==> config.mk <==
export PLATFORM = sky130hd
export DESIGN_NAME = pic_alu_seq
export DESIGN_NICKNAME = d
export VERILOG_FILES = /design/src/rtl/pic_alu_pkg.sv /design/src/rtl/pic_alu_mul.sv /design/src/rtl/pic_alu_seq.sv
export SDC_FILE = /design/constraint.sdc
export NUM_CORES = 1
export LEC_CHECK = 0
export ABC_AREA = 1
export CAP_MARGIN = 20
export CORE_UTILIZATION = 25
export CTS_BUF_LIST = sky130_fd_sc_hd__clkbuf_4 sky130_fd_sc_hd__clkbuf_8
export CTS_CLUSTER_SIZE = 30
export DETAILED_ROUTE_END_ITERATION = 7
export REMOVE_ABC_BUFFERS = 1
export SYNTH_ARGS = -nofsm -noshare
export SYNTH_HDL_FRONTEND = slang
export SYNTH_SLANG_ARGS = --single-unit
==> constraint.sdc <==
create_clock -name clk -period 5.08 [get_ports clk]
set_input_delay 1.524 -clock clk [delete_from_list [all_inputs] [get_ports clk]]
set_output_delay 1.524 -clock clk [all_outputs]
set_load 0.01 [all_outputs]
==> src/rtl/pic_alu_pkg.sv <==
// Shared definitions for the PIC-style sequential ALU: op codes, status flag
// positions and the controller state encoding.
package pic_alu_pkg;

    localparam logic [3:0] OP_ADD  = 4'h0;
    localparam logic [3:0] OP_SUB  = 4'h1;
    localparam logic [3:0] OP_AND  = 4'h2;
    localparam logic [3:0] OP_IOR  = 4'h3;
    localparam logic [3:0] OP_XOR  = 4'h4;
    localparam logic [3:0] OP_COM  = 4'h5;
    localparam logic [3:0] OP_INC  = 4'h6;
    localparam logic [3:0] OP_DEC  = 4'h7;
    localparam logic [3:0] OP_MOV  = 4'h8;
    localparam logic [3:0] OP_CLR  = 4'h9;
    localparam logic [3:0] OP_SWAP = 4'hA;
    localparam logic [3:0] OP_RLF  = 4'hB;
    localparam logic [3:0] OP_RRF  = 4'hC;
    localparam logic [3:0] OP_BCF  = 4'hD;
    localparam logic [3:0] OP_BSF  = 4'hE;
    localparam logic [3:0] OP_MUL  = 4'hF;

    localparam int unsigned FLAG_Z  = 2;
    localparam int unsigned FLAG_DC = 1;
    localparam int unsigned FLAG_C  = 0;

    typedef enum logic [1:0] {
        ST_IDLE = 2'd0,
        ST_MUL  = 2'd1,
        ST_DONE = 2'd2
    } state_e;

    // Replace only the flag bits selected by mask.
    function automatic logic [2:0] merge_flags(input logic [2:0] cur,
                                               input logic [2:0] nxt,
                                               input logic [2:0] mask);
        return (cur & ~mask) | (nxt & mask);
    endfunction

endpackage

==> src/rtl/pic_alu_mul.sv <==
// Unsigned shift-add multiplier, one multiplier bit per clock. The first step
// is taken on the start edge, so done is high the cycle after the last step.
module pic_alu_mul #(
    parameter int unsigned WIDTH = 8
) (
    input  logic                 clk,
    input  logic                 rst,
    input  logic                 start,
    input  logic [WIDTH-1:0]     a,
    input  logic [WIDTH-1:0]     b,
    output logic                 done,
    output logic [2*WIDTH-1:0]   prod
);

    localparam int unsigned CW = $clog2(WIDTH + 1);

    logic [WIDTH-1:0] mcand_q, mcand_d;
    logic [WIDTH-1:0] hi_q, hi_d;
    logic [WIDTH-1:0] lo_q, lo_d;
    logic [CW-1:0]    cnt_q, cnt_d;
    logic             busy_q, busy_d;
    logic             done_q, done_d;

    logic [WIDTH-1:0] src_mc, src_hi, src_lo;
    logic [WIDTH:0]   sum;
    logic [CW-1:0]    cnt_nxt;

    always_comb begin : step_comb
        src_mc  = start ? a : mcand_q;
        src_hi  = start ? '0 : hi_q;
        src_lo  = start ? b : lo_q;
        sum     = {1'b0, src_hi} + (src_lo[0] ? {1'b0, src_mc} : '0);
        cnt_nxt = start ? CW'(1) : cnt_q + CW'(1);

        mcand_d = mcand_q;
        hi_d    = hi_q;
        lo_d    = lo_q;
        cnt_d   = cnt_q;
        busy_d  = busy_q;
        done_d  = 1'b0;

        // Partial sum shifts right into the vacated multiplier bits.
        if (start || busy_q) begin
            mcand_d = src_mc;
            hi_d    = sum[WIDTH:1];
            lo_d    = {sum[0], src_lo[WIDTH-1:1]};
            cnt_d   = cnt_nxt;
            busy_d  = (cnt_nxt != CW'(WIDTH));
            done_d  = (cnt_nxt == CW'(WIDTH));
        end
    end

    always_ff @(posedge clk or posedge rst) begin : step_regs
        if (rst) begin
            mcand_q <= '0;
            hi_q    <= '0;
            lo_q    <= '0;
            cnt_q   <= '0;
            busy_q  <= 1'b0;
            done_q  <= 1'b0;
        end else begin
            mcand_q <= mcand_d;
            hi_q    <= hi_d;
            lo_q    <= lo_d;
            cnt_q   <= cnt_d;
            busy_q  <= busy_d;
            done_q  <= done_d;
        end
    end

    assign done = done_q;
    assign prod = {hi_q, lo_q};

endmodule

==> src/rtl/pic_alu_seq.sv <==
// PIC-style ALU with a valid/ready request side, a held result side and a
// Z/DC/C status register; MUL runs through the iterative multiplier.
module pic_alu_seq #(
    parameter int unsigned WIDTH = 8
) (
    input  logic                       clk,
    input  logic                       rst,
    input  logic                       in_valid,
    output logic                       in_ready,
    input  logic [3:0]                 op,
    input  logic [WIDTH-1:0]           w_bus,
    input  logic [WIDTH-1:0]           f_bus,
    input  logic [$clog2(WIDTH)-1:0]   bit_sel,
    output logic                       out_valid,
    input  logic                       out_ready,
    output logic [WIDTH-1:0]           alu_bus,
    output logic [WIDTH-1:0]           alu_hi,
    output logic [2:0]                 status,
    input  logic                       status_we,
    input  logic [2:0]                 status_in
);
    import pic_alu_pkg::*;

    localparam int unsigned HW = WIDTH / 2;

    if (WIDTH < 4 || (WIDTH % 2) != 0) begin : g_bad_width
        $error("pic_alu_seq: WIDTH must be even and at least 4");
    end

    state_e           state_q, state_d;
    logic             in_ready_q, in_ready_d;
    logic             out_valid_q, out_valid_d;
    logic [WIDTH-1:0] alu_bus_q, alu_bus_d;
    logic [WIDTH-1:0] alu_hi_q, alu_hi_d;
    logic [2:0]       status_q, status_d;

    logic               accept_c;
    logic               mul_start_c;
    logic               mul_done;
    logic [2*WIDTH-1:0] mul_prod;

    logic [WIDTH:0]   add_w, sub_w;
    logic [4:0]       add_n, sub_n;
    logic [WIDTH-1:0] bit_mask;
    logic [WIDTH-1:0] sc_res;
    logic [2:0]       sc_flags, sc_mask;
    logic             c_in;

    pic_alu_mul #(.WIDTH(WIDTH)) u_mul (
        .clk   (clk),
        .rst   (rst),
        .start (mul_start_c),
        .a     (w_bus),
        .b     (f_bus),
        .done  (mul_done),
        .prod  (mul_prod)
    );

    // Single-cycle datapath, evaluated on the request inputs at accept.
    always_comb begin : alu_comb
        c_in     = status_q[FLAG_C];
        add_w    = {1'b0, f_bus} + {1'b0, w_bus};
        sub_w    = {1'b0, f_bus} - {1'b0, w_bus};
        add_n    = {1'b0, f_bus[3:0]} + {1'b0, w_bus[3:0]};
        sub_n    = {1'b0, f_bus[3:0]} - {1'b0, w_bus[3:0]};
        bit_mask = WIDTH'(1) << bit_sel;
        sc_res   = f_bus;
        sc_flags = 3'b000;
        sc_mask  = 3'b000;
        case (op)
            OP_ADD: begin
                sc_res           = add_w[WIDTH-1:0];
                sc_flags[FLAG_C] = add_w[WIDTH];
                sc_flags[FLAG_DC] = add_n[4];
                sc_mask          = 3'b111;
            end
            OP_SUB: begin
                sc_res           = sub_w[WIDTH-1:0];
                sc_flags[FLAG_C] = ~sub_w[WIDTH];
                sc_flags[FLAG_DC] = ~sub_n[4];
                sc_mask          = 3'b111;
            end
            OP_AND:  begin sc_res = f_bus & w_bus;      sc_mask[FLAG_Z] = 1'b1; end
            OP_IOR:  begin sc_res = f_bus | w_bus;      sc_mask[FLAG_Z] = 1'b1; end
            OP_XOR:  begin sc_res = f_bus ^ w_bus;      sc_mask[FLAG_Z] = 1'b1; end
            OP_COM:  begin sc_res = ~f_bus;             sc_mask[FLAG_Z] = 1'b1; end
            OP_INC:  begin sc_res = f_bus + WIDTH'(1);  sc_mask[FLAG_Z] = 1'b1; end
            OP_DEC:  begin sc_res = f_bus - WIDTH'(1);  sc_mask[FLAG_Z] = 1'b1; end
            OP_MOV:  begin sc_res = f_bus;              sc_mask[FLAG_Z] = 1'b1; end
            OP_CLR:  begin sc_res = '0;                 sc_mask[FLAG_Z] = 1'b1; end
            OP_SWAP: sc_res = {f_bus[HW-1:0], f_bus[WIDTH-1:HW]};
            OP_RLF: begin
                sc_res           = {f_bus[WIDTH-2:0], c_in};
                sc_flags[FLAG_C] = f_bus[WIDTH-1];
                sc_mask[FLAG_C]  = 1'b1;
            end
            OP_RRF: begin
                sc_res           = {c_in, f_bus[WIDTH-1:1]};
                sc_flags[FLAG_C] = f_bus[0];
                sc_mask[FLAG_C]  = 1'b1;
            end
            OP_BCF:  sc_res = f_bus & ~bit_mask;
            OP_BSF:  sc_res = f_bus | bit_mask;
            default: ;
        endcase
        sc_flags[FLAG_Z] = (sc_res == '0);
    end

    always_comb begin : ctrl_comb
        state_d     = state_q;
        out_valid_d = out_valid_q;
        alu_bus_d   = alu_bus_q;
        alu_hi_d    = alu_hi_q;
        status_d    = status_q;
        mul_start_c = 1'b0;
        accept_c    = in_valid & in_ready_q;

        case (state_q)
            ST_IDLE: begin
                if (accept_c) begin
                    if (op == OP_MUL) begin
                        state_d     = ST_MUL;
                        mul_start_c = 1'b1;
                    end else begin
                        state_d     = ST_DONE;
                        out_valid_d = 1'b1;
                        alu_bus_d   = sc_res;
                        alu_hi_d    = '0;
                        status_d    = merge_flags(status_q, sc_flags, sc_mask);
                    end
                end
            end
            ST_MUL: begin
                if (mul_done) begin
                    state_d          = ST_DONE;
                    out_valid_d      = 1'b1;
                    alu_bus_d        = mul_prod[WIDTH-1:0];
                    alu_hi_d         = mul_prod[2*WIDTH-1:WIDTH];
                    status_d[FLAG_C] = |mul_prod[2*WIDTH-1:WIDTH];
                    status_d[FLAG_Z] = ~|mul_prod;
                end
            end
            ST_DONE: begin
                if (out_ready) begin
                    state_d     = ST_IDLE;
                    out_valid_d = 1'b0;
                end
            end
            default: state_d = ST_IDLE;
        endcase

        // A direct status load overrides any flag update in the same cycle.
        if (status_we) begin
            status_d = status_in;
        end
        in_ready_d = (state_d == ST_IDLE);
    end

    always_ff @(posedge clk or posedge rst) begin : ctrl_regs
        if (rst) begin
            state_q     <= ST_IDLE;
            in_ready_q  <= 1'b1;
            out_valid_q <= 1'b0;
            alu_bus_q   <= '0;
            alu_hi_q    <= '0;
            status_q    <= 3'b000;
        end else begin
            state_q     <= state_d;
            in_ready_q  <= in_ready_d;
            out_valid_q <= out_valid_d;
            alu_bus_q   <= alu_bus_d;
            alu_hi_q    <= alu_hi_d;
            status_q    <= status_d;
        end
    end

    assign in_ready  = in_ready_q;
    assign out_valid = out_valid_q;
    assign alu_bus   = alu_bus_q;
    assign alu_hi    = alu_hi_q;
    assign status    = status_q;

endmodule

### Word-level counts from Yosys, hierarchy flattened

Cells that the tools add are included.

| operators by class | value |
|---|---|
| muxes and demuxes | 41 |
| shift-type cells | 1 |
| equal/unequal tests | 27 |
| add/sub/neg operators | 8 |
| reductions and logical operators | 20 |
| bitwise operators | 14 |

Operator list:

| cell | number |
|---|---|
| $pmux W8 S14 | 1 |
| $mux W8 | 10 |
| $eq A4 B4 Y1 const B | 9 |
| $pmux W8 S2 | 2 |
| $and A8 B8 Y8 | 2 |
| $eq A4 B3 Y1 const B | 4 |
| $not A8 Y8 | 2 |
| $or A8 B8 Y8 | 2 |
| $reduce_or A16 Y1 | 1 |
| $mux W1 | 14 |
| $reduce_or A10 Y1 | 1 |
| $add A8 B8 Y9 | 1 |
| $add A8 B9 Y9 | 1 |
| $mux W3 | 3 |
| $sub A8 B8 Y9 | 1 |
| $add A8 B1 Y8 const B | 1 |
| $eq A4 B2 Y1 const B | 2 |
| $logic_not A8 Y1 | 1 |
| $mux W2 | 4 |
| $ne A2 B2 Y1 const B | 4 |
| $reduce_and A4 Y1 | 2 |
| $reduce_or A8 Y1 | 1 |
| $shl A1 B3 Y8 const A | 1 |
| $sub A8 B1 Y8 const B | 1 |
| 31 further kinds | 40 |

| storage, ports and cells | value |
|---|---|
| word-level logic and storage cells | 124 |
| flip-flop bits (word level) | 53 |
| input port bits | 31 |
| output and inout bits | 21 |

### Longest topological paths before layout

Gate-level depths: netlist of the first run.

| depth | value |
|---|---|
| depth after elaboration | 11 |
| mapped depth | 22 |
| gate-level depth less buffers | 22 |

### Cells and area by module

Synthesis of the first run repeated with hierarchy kept, for this count alone.

| unflattened totals | value |
|---|---|
| cells, all modules | 813 |
| area, all modules | 4999.8 um^2 |

By module, submodules not included:

| module | cells each | area each (um^2) | times used | sequential area each (um^2) |
|---|---|---|---|---|
| pic_alu_seq | 593 | 3279.4 | 1 | 576.8 |
| pic_alu_mul | 220 | 1720.4 | 1 | 750.7 |

### Worst setup path before layout of the first run

No wires, ideal clock.

| path | value |
|---|---|
| path kind | in2reg |
| start point | input port in_valid |
| end point | register u_mul.hi_q[7] |
| slack | 0.875 ns |
| buffers on the path | 1 |
| arrival time | 4.122 ns |
| library setup time | 0.083 ns |
| data required time | 4.997 ns |
| stages | 21 |
| cell sequence | nand2_1 > nor3_1 > nand2_1 > inv_1 > buf_2 > or2_2 > o21ai_0 > nor2_1 > ha_1 > inv_1 > fa_1 > nor2_1 > o21ai_0 > nand2_1 > nand2_1 > nand2_1 > a21oi_1 > or2_2 > a21boi_0 > o21ai_0 > o21ai_0 |

| between the ends | value |
|---|---|
| cells in the longest elaborated chain, start to end | 6 |
| elaborated cells on any way between the ends | 9 |
| those cells by class | add/sub: 1; mux: 6; bitwise: 1; reduce/logical: 1 |

Ends and longest elaborated chain:

| item | line | source |
|---|---|---|
| start, declared | pic_alu_seq.sv:8 | `input logic in_valid,` |
| $and A1 B1 Y1 (*) | pic_alu_seq.sv:116 | `accept_c = in_valid & in_ready_q;` |
| $mux W1 (*) | pic_alu_seq.sv:120 | `if (accept_c) begin` |
| $mux W1 (*) | pic_alu_seq.sv:118 | `case (state_q)` |
| $mux W8 (on tied branches) | pic_alu_mul.sv:29, pic_alu_mul.sv:31 |  |
| $mux W8 | pic_alu_mul.sv:32 | `sum = {1'b0, src_hi} + (src_lo[0] ? {1'b0, src_mc} : '0);` |
| $add A8 B9 Y9 | pic_alu_mul.sv:32 |  |
| end signal, assigned | pic_alu_mul.sv:63 | `hi_q <= hi_d;` |
| end, declared | pic_alu_mul.sv:18 | `logic [WIDTH-1:0] hi_q, hi_d;` |

Every way passes the cells marked *; elsewhere a longest branch is shown, timed or not.
A chain may end at the register's enable or synchronous reset.

### Final worst setup path of the first run

| path | value |
|---|---|
| start point | input port op[0] |
| end point | register u_mul.hi_q[7] |

| between the ends | value |
|---|---|
| cells in the longest elaborated chain, start to end | 7 |
| elaborated cells on any way between the ends | 10 |
| those cells by class | add/sub: 1; eq/ne: 1; mux: 7; reduce/logical: 1 |

Ends and longest elaborated chain:

| item | line | source |
|---|---|---|
| start, declared | pic_alu_seq.sv:10 | `input logic [3:0] op,` |
| $eq A4 B4 Y1 (*) | pic_alu_seq.sv:121 | `if (op == OP_MUL) begin` |
| $mux W1 (*) | pic_alu_seq.sv:121 |  |
| $mux W1 (*) | pic_alu_seq.sv:120 |  |
| $mux W1 (*) | pic_alu_seq.sv:118 |  |
| $mux W8 (on tied branches) | pic_alu_mul.sv:29, pic_alu_mul.sv:31 |  |
| $mux W8 | pic_alu_mul.sv:32 |  |
| $add A8 B9 Y9 | pic_alu_mul.sv:32 |  |

Marks and branches as above.

==> run summary, run 1 <==
Delay-heaviest family, CP: simple AND/OR/NAND/NOR gates
TNS Setup: 0 ns
Final std cells w/o fill: 1091
Core Footprint: 0.0189 mm²
Crit. Startpoint: op[0]
CP Data Arrival Time: 4.75 ns
Worst-path fanout max: 9
Synth async-reset ratio: 1.00
Cell chain of the critical path: clkdlybuf4s50_1 -> nand2_4 -> nor2_1 -> nand2_1 -> inv_1 -> or2_2 -> o21ai_0 -> nor2_1 -> ha_1 -> inv_1 -> fa_1 -> nor2_1 -> o21ai_0 -> nand2_1 -> nand2_1 -> nand2_1 -> a21oi_1 -> or2_2 -> a21boi_0 -> o21ai_0 -> o21ai_0
Clock tree buffer depth: 2
Synth Area in XOR/XNOR: 0.00718
Fin crit period: 4.52 ns
Cells resized by post-CTS repair: 0
Vias in the first global route: 4759
Layout area overhead: 19.8%
Post-CTS setup repair buffer count: 0
Io pins: 52
Clk_skew: 0.0141 ns
Setup WS pre-CTS: 0.205 ns
Worst-Skew Late Latency: 0.31 ns
Syn_area_per_cell: 6.29 µm²
Die height: 142 µm
Max-Cap Viols: 0
Hold_ws: 0.490 ns
Flops & latches, synth: 53
FP Rows: 50
Most frequent cell after synthesis: nand2_1
Hold path start: alu_hi[5]
ANT nets after route: 0
Synth Area in Compound Gates: 0.156
Setup violators final: 0
Worst endpoint required time: 5.31 ns
Slowest CP cell: clkdlybuf4s50_1
Adder-cell share of the synthesized area: 0.0790
Lkg Pwr: 2.89 nW
CTS tree: done
Seq/Total Area, Yosys: 0.272
Effective utilization at floorplan: 0.258
Reg clk slew, reported paths: 0.09 ns
YS warnings: 0
Reg-to-Reg Start: in_ready
Buffers & Inverters on Critical Path: 3
Synth area leader: dfrtp_1
Worst Hold Class: reg2reg
Simple-gate share of the synthesized area: 0.386
Post-synth top cells: nand2_1 (217), nor2_1 (105), inv_1 (99)
Root Buffer: clkbuf_8
Hold-critical path depth: 2
Fin worst setup slack: 0.559 ns
Die Footprint: 0.0201 mm²
Pre-antenna DRT Iters: 5
Cell Count Post-Placement: 1082
Mapped Cells: 775
Clk sinks: 53
Nets@finish: 890
Hold_buf cts: 0
First-pass GRT wire length: 25500 µm
Outcome: finished clean
Via-per-instance ratio: 4.81
Primary FF master, synth: dfrtp_1
Worst Max-Slew Pin Slew: 0.842 ns
N_diodes: 0
Hold Path Sink: alu_hi[5]
Largest net degree at the start of global routing: 47
Crit Reg-Reg Endpoint: u_mul.hi_q[7]
Antenna violations before repair: 0
Main combinational cell family by area after synthesis: simple AND/OR/NAND/NOR gates
F_max: 221 MHz
Crit-path max cell delay: 0.53 ns
Worst reg2reg setup slack: 1.79 ns
Port bufs: 51
R2R depth: 20
RSZ-0062 raised after global routing: false
H-tree levels: 2
Top-area cell type share of the netlist area: 0.267
Final wirelength: 16000 µm
HPWL after DPL: 12700 µm
Pwr per Cell Area: 303 mW/mm²
Initial DRC Count: 457
Synth Cell Area: 0.00488 mm²
Die W: 142 µm
EDFF count, synth: 0
WL/cell: 14.7 µm
Crit path kind: in2reg
Area contributors post-synth: dfrtp_1 (27%), nand2_1 (17%), nor2_1 (8.1%), inv_1 (7.6%), ha_1 (6.7%)
Layout cells sized above 1: 0.0746
CTS buffer count: 5
Global route overflow: 0
Final Cycle Share: 0.890
Slew headroom: 0.438
CP Capture Type: register
Max rail drop VDD: 148 µV
Final hold vios: 0
GP Congestion: 0.992
Library cells used by synthesis: 42
Gr usage total: 0.162
Final Power: 1.77 mW
DR vias: 5251
DRC violations left: 0
Mux cell area share after synthesis: 0
Final Max Tran Viols: 0
Worst Setup Start Kind: input pin
cells in the final DEF, fill, tap and decap left out, types with 4 or more instances in the layout:
cell and instances:
nand2_4 4, inv_1 98, o22ai_1 8, inv_2 6
o31ai_1 8, nor3_1 6, clkbuf_8 7, dfrtp_1 52
o211ai_1 11, buf_4 12, nor2_1 105, nand4_1 13
nand3_1 65, o21ai_0 54, a21oi_1 28, nand2_2 8
nor2_2 5, nand2_1 217, clkdlybuf4s50_1 51, ha_1 26
xor2_1 4, or2_2 9
power breakdown:
group	switching, mW	internal (mW)
Sequential	0.0986	0.568
Clock	0.138	0.124
Combinational	0.504	0.340
flip-flops by register name (all words and copies together) (netlist names), named ones only:
name           flops
alu_bus            8
alu_hi             8
in_ready           1
out_valid          1
state_q            2
u_mul.busy_q       1
u_mul.cnt_q        4
u_mul.done         1
u_mul.hi_q         8
u_mul.lo_q         8
u_mul.mcand_q      8
metrics by stage:
step	utilization	instance area, µm²
CTS	0.308	5820
floorplan	-	4800
global route	0.309	5840
finish	0.309	5840
detailed placement	0.303	5720
global placement	0.303	5720
worst max-delay path by stage:
stage	slack [ns]	end	cells after the start
CTS	0.52	u_mul.hi_q[7]	21
global placement	0.32	u_mul.hi_q[7]	21
detailed placement	0.21	u_mul.hi_q[7]	21
global route	0.22	u_mul.hi_q[7]	21
floorplan	0.58	u_mul.hi_q[7]	20
finish	0.56	u_mul.hi_q[7]	21
routing by layer:
layer  vias to the layer above  part of all wire  track usage  wire, µm
met1                      2406              0.46        0.225      7320
met3                        33             0.067       0.0300      1070
li1                       2625                 -            -         -
met2                       187              0.44        0.249      7130
met4                         0             0.032       0.0577       511
met5                         -                 0            0         0
final cells by class:
cell class                      count  area (µm²)
Inverter                          107         404
Tap cell                          260         325
Sequential cell                    53        1330
Fill cell                        2084       13100
Multi-Input combinational cell    599        3060
Clock inverter                      1        5.00
Clock buffer                        7        96.3
Timing Repair Buffer               64         621
cells by family (layout without fill, tap and decap cells):
group | count (synthesis) | in the layout
and+or+nand+nor | 439 | 439
xor gates and xnor gates | 4 | 4
buffers and inverters | 123 | 179
adders and majority gates | 29 | 29
DFF | 53 | 53
AOI/OAI and AO/OA | 127 | 127
worst reg2reg max path, stage by stage, from the launching register on:
cell	delay (ns)
dfstp_2	0.54
nand2_1	0.06
nor3_1	0.18
nand2_1	0.17
inv_1	0.21
or2_2	0.14
o21ai_0	0.10
nor2_1	0.11
ha_1	0.17
inv_1	0.06
fa_1	0.39
nor2_1	0.11
o21ai_0	0.08
nand2_1	0.08
nand2_1	0.07
nand2_1	0.06
a21oi_1	0.07
or2_2	0.29
a21boi_0	0.16
o21ai_0	0.09
o21ai_0	0.09
(Power assumes the default switching activity.)
==> run 2, diff against run 1 <==
--- a/config.mk
+++ b/config.mk
@@ -6,7 +6,6 @@
 export NUM_CORES = 1
 export LEC_CHECK = 0
 export ABC_AREA = 1
-export CAP_MARGIN = 20
 export CORE_UTILIZATION = 25
 export CTS_BUF_LIST = sky130_fd_sc_hd__clkbuf_4 sky130_fd_sc_hd__clkbuf_8
 export CTS_CLUSTER_SIZE = 30
==> run 2 against run 1 <==
Compared with the run above:
- via count is 0.59% lower
- first-iteration DRC count decreased by 11%
- critical path depth is the same
- largest cell class unchanged
- sequential cell count is the same
- register-to-register slack barely moved
- power about the same
- combinational power hardly changed
- die area is the same
- cell count about the same
- sequential power hardly changed
- count of clock-buffer cells in the layout stayed put
- clock skew is 0.0025 ns lower
==> run summary, run 2 (same netlist as run 1, synthesis figures left out) <==
Outcome: finished clean
Port bufs: 51
Fin crit period: 4.53 ns
Io pins: 52
Root Buffer: clkbuf_8
CTS buffer count: 5
ANT nets after route: 0
Clock tree buffer depth: 2
Worst Setup Start Kind: input pin
Nets@finish: 889
Antenna violations before repair: 0
Setup WS pre-CTS: 0.205 ns
FILL cells: 2085
Pwr per Cell Area: 304 mW/mm²
Global route overflow: 0
Switching share of power: 0.418
CP Data Arrival Time: 4.76 ns
Worst Max-Slew Pin Slew: 0.978 ns
FP Rows: 50
Final wirelength: 16000 µm
Die height: 142 µm
Combinational Power Share: 0.476
Final Max Tran Viols: 0
HPWL after DPL: 12700 µm
CTS tree: done
Die Footprint: 0.0201 mm²
Cells resized by post-CTS repair: 0
TNS Setup: 0 ns
Effective utilization at floorplan: 0.258
Worst Hold Class: reg2reg
Commonest cells after routing, fill and taps aside: nand2_1 (217), nor2_1 (105), inv_1 (98)
Via-per-instance ratio: 4.79
Commonest non-fill, non-tap cell in the layout: nand2_1
Cell Count Post-Placement: 1082
Slew headroom: 0.347
Crit path kind: in2reg
Final Cell Area: 0.00582 mm²
Core Footprint: 0.0189 mm²
Post-CTS setup repair buffer count: 0
Placed Area: 0.00572 mm²
Largest net degree at the start of global routing: 47
Fin worst setup slack: 0.549 ns
Max-Cap Viols: 0
Clk_skew: 0.0116 ns
Die W: 142 µm
Hold_ws: 0.492 ns
H-tree levels: 2
Final hold vios: 0
Hold_buf cts: 0
N_diodes: 0
Setup violators final: 0
Reg clk slew, reported paths: 0.10 ns
Pre-antenna DRT Iters: 5
Initial DRC Count: 405
GP Congestion: 0.992
Internal power: 1.03 mW
First-pass GRT wire length: 25500 µm
WL/cell: 14.7 µm
Hold path start: alu_hi[0]
Final std cells w/o fill: 1090
Post-layout util: 0.308
Clk sinks: 53
Final Power: 1.77 mW
CP Capture Type: register
Gr usage total: 0.162
Final Cycle Share: 0.892
Worst-Skew Late Latency: 0.31 ns
Lkg Pwr: 2.88 nW
Worst-path fanout max: 9
Reg-to-Reg Start: in_ready
Layout area overhead: 19.4%
Clock power frac: 0.148
Max rail drop VDD: 149 µV
DRC violations left: 0
RSZ-0062 raised after global routing: false
Crit. Startpoint: op[0]
Layout cells sized above 1: 0.0735
DR vias: 5220
Worst endpoint required time: 5.31 ns
Vias in the first global route: 4759
F_max: 221 MHz
Sw power: 741 µW
Reg power frac: 0.376
==> run 2: cell types whose count changed in the layout (fill, tap and decap cells not counted) <==
| cell | before | now |
|---|---|---|
| buf_12 | 1 | 0 |
==> run 2: area by class of cell <==
cell class	instances	area [µm²]	share of cell area
tap	260	325	0.0559
sequential	53	1330	0.228
multi-input combinational	599	3060	0.526
inverter	107	404	0.0694
clock buffer	7	96.3	0.0165
clock inverter	1	5.00	0.000859
timing repair buffer	63	601	0.103
==> run 2: worst max-delay path: stages <==
cell and delay [ns]:
clkdlybuf4s50_1 0.53, nand2_4 0.10, nor2_1 0.18, nand2_1 0.17, inv_1 0.21, or2_2 0.14, o21ai_0 0.10, nor2_1 0.11
ha_1 0.17, inv_1 0.06, fa_1 0.39, nor2_1 0.11, o21ai_0 0.08, nand2_1 0.08, nand2_1 0.07, nand2_1 0.06
a21oi_1 0.07, or2_2 0.29, a21boi_0 0.16, o21ai_0 0.09, o21ai_0 0.09
==> run 2: path summary, 6_finish.rpt <==
kind                                 end  slack (ns)  cells after the start
setup reg to reg           u_mul.hi_q[7]        1.78                     20
min in group asynchronous      alu_hi[0]        1.76                      2
setup / recovery           u_mul.hi_q[7]        0.55                     21
hold / removal                 alu_hi[0]        0.49                      2
hold reg to reg                alu_hi[0]        0.49                      2
max in group asynchronous       in_ready        2.55                      3
==> run 2: power by group through the flow <==
stage               clock, mW  combinational (mW)  sequential, mW
detailed placement          0               0.841           0.672
CTS                     0.271               0.846           0.665
global placement            0               0.838           0.675
global route            0.288               0.962           0.682
finish                  0.261               0.843           0.666
floorplan                   0               0.526           0.668
==> run 2: metal layers <==
layer	part of all wire	global-route usage	routed length [µm]	vias to the layer above
li1	-	-	-	2628
met1	0.46	0.225	7340	2362
met2	0.44	0.249	7070	193
met3	0.073	0.0300	1170	37
met4	0.029	0.0577	469	0
met5	0	0	0	-
==> run 3, diff against run 2 <==
--- a/config.mk
+++ b/config.mk
@@ -11,6 +11,7 @@
 export CTS_CLUSTER_SIZE = 30
 export DETAILED_ROUTE_END_ITERATION = 7
 export REMOVE_ABC_BUFFERS = 1
+export SKIP_CTS_REPAIR_TIMING = 1
 export SYNTH_ARGS = -nofsm -noshare
 export SYNTH_HDL_FRONTEND = slang
 export SYNTH_SLANG_ARGS = --single-unit
==> results of run 3 <==
The final DEF is identical to that of run 2; final timing and power are the same.
